[config.mk]
export PLATFORM = sky130hd
export DESIGN_NAME = vector_ex_sequencer
export DESIGN_NICKNAME = d
export VERILOG_FILES = /design/src/rtl/vector_ex_sequencer.sv
export SDC_FILE = /design/constraint.sdc
export NUM_CORES = 2
export LEC_CHECK = 0
export CORE_MARGIN = 3
export CORE_UTILIZATION = 55
export CTS_CLUSTER_SIZE = 25
export DETAILED_ROUTE_END_ITERATION = 8
export GPL_TIMING_DRIVEN = 0
export PLACE_DENSITY = 0.74
export SETUP_SLACK_MARGIN = 0.15
export SLEW_MARGIN = 15
export SYNTH_ARGS = -nofsm -noshare
export SYNTH_HDL_FRONTEND = slang
export SYNTH_SLANG_ARGS = --single-unit
[constraint.sdc]
create_clock -name clk -period 37.7 [get_ports clk]
set_clock_uncertainty 0.2 [all_clocks]
set_input_delay 11.31 -clock clk [delete_from_list [all_inputs] [get_ports clk]]
set_output_delay 11.31 -clock clk [all_outputs]
set_load 0.03 [all_outputs]
[src/rtl/vector_ex_sequencer.sv]
// vector_ex_sequencer: execute stage behind the ID/EX segment.
// Scalar ops finish in one edge. Vector ops step through the lanes on a narrow
// datapath while stall holds the front of the pipe, then present one registered result.
// Optional build macro: VEX_LANE_PAIR_EN adds a second datapath so two lanes
// are processed per edge.
// All state changes on the falling clock edge, like the segment registers around it.
module vector_ex_sequencer #(
    parameter int unsigned LANES  = 6,
    parameter int unsigned LANE_W = 32
) (
    input  logic                      clk,
    input  logic                      rst,
    input  logic                      valid_in,
    input  logic                      VectorOp_in,
    input  logic [1:0]                ALUOp_in,
    input  logic                      ALUSrc2_in,
    input  logic [LANE_W-1:0]         RSS1_in,
    input  logic [LANE_W-1:0]         RSS2_in,
    input  logic [LANES*LANE_W-1:0]   RVS1_in,
    input  logic [LANES*LANE_W-1:0]   RVS2_in,
    input  logic [LANE_W-1:0]         num_in,
    input  logic [3:0]                RD_in,
    input  logic                      RegSWrite_in,
    input  logic                      RegVWrite_in,
    output logic                      stall,
    output logic                      busy,
    output logic                      result_valid,
    output logic                      result_is_vector,
    output logic [LANE_W-1:0]         scalar_result,
    output logic [LANES*LANE_W-1:0]   vector_result,
    output logic [3:0]                RD_out,
    output logic                      RegSWrite_out,
    output logic                      RegVWrite_out
);

    localparam int unsigned IDX_W = (LANES > 1) ? $clog2(LANES) : 1;
    localparam int unsigned VEC_W = LANES * LANE_W;
`ifdef VEX_LANE_PAIR_EN
    localparam int unsigned STEP = 2;
`else
    localparam int unsigned STEP = 1;
`endif
    // Lane index of the final RUN edge
    localparam logic [IDX_W-1:0] LAST_IDX = IDX_W'(LANES - STEP);

    typedef enum logic [1:0] {StIdle, StRun, StDone} state_t;

    state_t             state_q;
    logic [IDX_W-1:0]   lane_idx_q;
    logic [VEC_W-1:0]   op_a_q;
    logic [VEC_W-1:0]   op_b_q;
    logic [1:0]         alu_op_q;
    logic [3:0]         rd_q;
    logic               regs_we_q;
    logic               regv_we_q;
    logic [VEC_W-1:0]   acc_q;
    logic [VEC_W-1:0]   acc_d;

    // Lane ALU: modulo 2^LANE_W, mul keeps the low half of the unsigned product
    function automatic logic [LANE_W-1:0] alu(input logic [1:0]        op,
                                              input logic [LANE_W-1:0] a,
                                              input logic [LANE_W-1:0] b);
        logic [LANE_W-1:0] r;
        case (op)
            2'b00:   r = a + b;
            2'b01:   r = a - b;
            2'b10:   r = a * b;
            default: r = a ^ b;
        endcase
        return r;
    endfunction

    // Accumulator with the lane(s) addressed by lane_idx replaced by this edge's result
    always_comb begin
        acc_d = acc_q;
        for (int s = 0; s < int'(STEP); s++) begin
            acc_d[(int'(lane_idx_q) + s) * int'(LANE_W) +: LANE_W] =
                alu(alu_op_q,
                    op_a_q[(int'(lane_idx_q) + s) * int'(LANE_W) +: LANE_W],
                    op_b_q[(int'(lane_idx_q) + s) * int'(LANE_W) +: LANE_W]);
        end
    end

    // Hold the front of the pipe while a vector op is being accepted or is running
    always_comb begin
        stall = 1'b0;
        if (!rst) begin
            stall = (state_q == StRun) | (valid_in & VectorOp_in);
        end
    end

    // Sequencer FSM with registered result outputs
    always_ff @(negedge clk or posedge rst) begin
        if (rst) begin
            state_q          <= StIdle;
            lane_idx_q       <= '0;
            op_a_q           <= '0;
            op_b_q           <= '0;
            alu_op_q         <= '0;
            rd_q             <= '0;
            regs_we_q        <= 1'b0;
            regv_we_q        <= 1'b0;
            acc_q            <= '0;
            busy             <= 1'b0;
            result_valid     <= 1'b0;
            result_is_vector <= 1'b0;
            scalar_result    <= '0;
            vector_result    <= '0;
            RD_out           <= '0;
            RegSWrite_out    <= 1'b0;
            RegVWrite_out    <= 1'b0;
        end else begin
            result_valid <= 1'b0;
            unique case (state_q)
                StIdle, StDone: begin
                    state_q <= StIdle;
                    if (valid_in && VectorOp_in) begin
                        op_a_q     <= RVS1_in;
                        op_b_q     <= ALUSrc2_in ? {LANES{num_in}} : RVS2_in;
                        alu_op_q   <= ALUOp_in;
                        rd_q       <= RD_in;
                        regs_we_q  <= RegSWrite_in;
                        regv_we_q  <= RegVWrite_in;
                        lane_idx_q <= '0;
                        busy       <= 1'b1;
                        state_q    <= StRun;
                    end else if (valid_in) begin
                        scalar_result    <= alu(ALUOp_in, RSS1_in,
                                                ALUSrc2_in ? num_in : RSS2_in);
                        RD_out           <= RD_in;
                        RegSWrite_out    <= RegSWrite_in;
                        RegVWrite_out    <= RegVWrite_in;
                        result_is_vector <= 1'b0;
                        result_valid     <= 1'b1;
                    end
                end
                StRun: begin
                    acc_q      <= acc_d;
                    lane_idx_q <= lane_idx_q + IDX_W'(STEP);
                    if (lane_idx_q == LAST_IDX) begin
                        // acc_d already holds the final lane, so the result is ready now
                        vector_result    <= acc_d;
                        RD_out           <= rd_q;
                        RegSWrite_out    <= regs_we_q;
                        RegVWrite_out    <= regv_we_q;
                        result_is_vector <= 1'b1;
                        result_valid     <= 1'b1;
                        busy             <= 1'b0;
                        state_q          <= StDone;
                    end
                end
                default: state_q <= StIdle;
            endcase
        end
    end

endmodule

==> metrics.log <==
INFO  metric worstSetupStartpointType = input port
INFO  metric multiInputGateArea = between 40000 and 50000 sq um
INFO  metric worst_path_most_repeated_cell = fa_1
INFO  metric floorplan.initialDensity = 0.557
INFO  metric synth_area_leaders = dfrtn_1 28%, fa_1 22%, nand2_1 9.3%
INFO  metric drt_first_pass_iters = 8
INFO  metric area_enclosed_by_the_die_boundary = 138000 sq um
INFO  metric place.port_buffers = approximately 730
INFO  metric holdPathStages = 2
INFO  metric syn_area_per_cell = between 8 and 9 sq um
INFO  metric synthesis.instances = between 8000 and 9000
INFO  metric worst_r2r_startpoint = lane_idx_q[0]
INFO  metric synth.ff_latch_count = between 800 and 900
INFO  metric delay_of_the_slowest_cell_on_the_worst_path = approximately 0.67 ns
INFO  metric synth.lib_cells_used.distinct = 92
INFO  metric grt_pass1_vias = 71099
INFO  metric seq_area = around 20000 sq um
INFO  metric routed_vias_inst = 6.28
INFO  metric cts_h_tree_depth = 3
INFO  metric cts.root.buffer_cell = clkbuf_16
INFO  metric maxSlewViolCount = 0
INFO  metric run_status = completed
INFO  metric cts.path.max_buffers = 3
INFO  metric r2r_setup_slack = 23.86 ns
INFO  metric syn-num-nets = around 10000
INFO  metric dr_total_vias = 70677
INFO  metric worst_r2r_path_depth = 38
INFO  metric post_route_cells_drive_above_1_share = 0.0763
INFO  metric layout-area-overhead-vs-synth = 20.7%
INFO  metric antenna_violating_nets_remaining = 0
INFO  metric fin_cells = 11250
INFO  metric dp_hpwl = between 200000 and 300000 um
INFO  metric yosysWarningCount = 0
INFO  metric timing.slew.headroom = 0.0807
INFO  metric dieHeight = 372 um
INFO  metric placement_rows = roughly 130
INFO  metric cts.hold.buffers_added = 0
INFO  metric critPathRequiredTime = a little under 20 ns
INFO  metric fin_nets = approximately 11000
INFO  metric yosys.cell_count.top_type = nand2_1
INFO  metric worst_hold_path.endpoint = vector_result[25]
INFO  metric seq_area_frac_synth = 0.280
INFO  metric setup_violations = 0
INFO  metric crit_arrival = around 19 ns
INFO  metric number_of_flops_mapped_to_enable_cells_by_yosys = 0
INFO  metric cp_slowest_cell = fa_1
INFO  metric max-cap-violations = 0
INFO  metric tightest_slew = 1.34 ns
INFO  metric n_fill_cell = around 11000
INFO  metric cts.clk_slew.worst_paths = ~0.050 ns
INFO  metric groute.usage.overall = 0.489
INFO  metric cts-buffers-inserted = 87
INFO  metric hold_path.class = reg -> reg
INFO  metric rsz_0062_raised_after_global_routing = yes
INFO  metric hold_path.startpoint = vector_result[25]
INFO  metric width_of_the_die = approximately 370 um
INFO  metric cp.buffers_inverters = 7
INFO  metric critical_path.max_fanout = 10
INFO  metric criticalPathCategory = in -> reg
INFO  metric synth_top_area_frac = 0.280
INFO  metric synth.cell_area = around 74000 sq um
INFO  metric numPlacedInstances = 10991
INFO  metric grt_pass1_wl = 483000 um
INFO  metric asyncSetResetFlopFracSynth = 1.00
INFO  metric finalWeightedCongestion = 1.07
INFO  metric drc = 0
INFO  metric critPathTopFamily = adder cells
INFO  metric yosys_most_used_dff = dfrtn_1
INFO  metric detail_route.wl_per_cell = about 30 um
INFO  metric number_of_antenna_violations_at_the_first_check_in_global_routing = 21
INFO  metric post_synth_most_frequent_cells = 1825 x nand2_1, 965 x inv_1, 822 x dfrtn_1, 818 x fa_1, 618 x nor2_1
INFO  metric hold_violations_final = 0
INFO  metric rr_endpoint = vector_result[156]
INFO  metric sort_of_element_at_the_end_of_the_critical_path = flop
INFO  metric floorplan.core_area = about 130000 sq um
INFO  metric cts_num_sinks = just over 800
INFO  metric insertion_delay = a little under 0.7 ns
INFO  metric cts_tree = built
INFO  metric drt-total-wl = about 340000 um
INFO  metric globalRouteOverflowTotal = 0
INFO  metric ios = roughly 730
INFO  metric drt_iter0_drc = between 9000 and 10000
INFO  metric synthDominantAreaCellType = dfrtn_1
INFO  metric grt_max_degree = just over 40
[through the flow]
stage	area (sq um)	hold WS, ns	utilization	setup slack [ns]	TNS [ns]
final	88800	0.217	0.672	0.208	0
after CTS	88200	0.220	0.667	0.137	0
after global placement	83200	0.211	0.629	-8.52	-6939.91
after global routing	88800	0.230	0.672	0.0322	0
after floorplan	73700	0.198	-	-3.62	-2978.90
after detailed placement	84000	0.218	0.635	-2.40	-39.97
[cells in the final DEF, fill, tap and decap left out, types with 51 or more instances in the layout]
| cell type | n |
|---|---|
| clkbuf_1 | 353 |
| xor2_1 | 74 |
| clkbuf_16 | 107 |
| mux2_2 | 51 |
| clkdlybuf4s50_1 | 700 |
| nand2b_1 | 63 |
| o21ai_0 | 568 |
| a21o_1 | 58 |
| inv_1 | 956 |
| xnor2_1 | 209 |
| nand2_1 | 1818 |
| and2_1 | 180 |
| dfrtn_1 | 822 |
| a21oi_1 | 450 |
| nand3_1 | 56 |
| nor2_1 | 613 |
| mux2i_1 | 112 |
| ha_1 | 335 |
| fa_1 | 809 |
| buf_4 | 101 |
[registers in the layout, summed over array words and instances (netlist names)]
signal            flops
rd_q                  4
busy                  1
op_b_q              192
vector_result       192
result_is_vector      1
op_a_q              192
regv_we_q             1
lane_idx_q            3
state_q               2
regs_we_q             1
alu_op_q              2
RD_out                4
RegVWrite_out         1
scalar_result        32
result_valid          1
acc_q               192
RegSWrite_out         1
[what timing repair did]
action | in CTS | in global routing
endpoints found under the setup margin | 21 | 16
resized for setup | 269 | 144
pin swaps | 28 | 49
cloned | 1 | 1
endpoints found under the hold margin | 0 | 0
buffers inserted | 59 | 32
[worst max path at each step]
stage	startpoint	end	slack [ns]	depth (start not counted)
after global routing	num_in[11]	scalar_result[31]	0.03	29
final	num_in[19]	scalar_result[25]	0.21	26
after CTS	RSS1_in[3]	scalar_result[29]	0.14	29
after detailed placement	ALUSrc2_in	scalar_result[27]	-2.40	32
after floorplan	rst	RD_out[0]	-3.62	1
after global placement	rst	vector_result[97]	-8.52	2
[cells by family (layout without fill, tap and decap cells)]
family,after synthesis,count (layout),share of synthesized area
AO/OA/AOI/OAI,1518,1518,0.122
XOR/XNOR,296,296,0.0364
adder cells (fa/ha/maj),1166,1166,0.282
buffers and inverters,1519,2526,0.0803
flip-flops,822,822,0.280
multiplexers,198,198,0.0323
other,0,16,0
AND/OR/NAND/NOR,2953,2953,0.167
[per-layer routing]
layer  track usage  vias to the layer above  wire [um]  share of wire
met1         0.607                    34720     119000           0.35
met4         0.350                       15      30900          0.091
met5       0.00534                        -        183        0.00054
li1              -                    28843          -              -
met2         0.701                     5680     141000           0.42
met3         0.183                     1419      48800           0.14
[worst min-delay path, delay by kind of cell (launching register included)]
| kind | cells | cell delay [ns] |
|---|---|---|
| and+or+nand+nor | 2 | 0.10 |
| DFF | 1 | 0.40 |
[final cells by class]
type	instances	area share
multi-input combinational	6131	0.536
antenna	16	0.000451
buffer	518	0.0337
sequential	822	0.232
clock buffer	127	0.0289
clock inverter	32	0.00410
timing repair buffer	857	0.0980
inverter	992	0.0422
tap	1755	0.0247
Power is not shown: default switching activity piles up to over one toggle a cycle in this logic, so the estimate is an artifact.
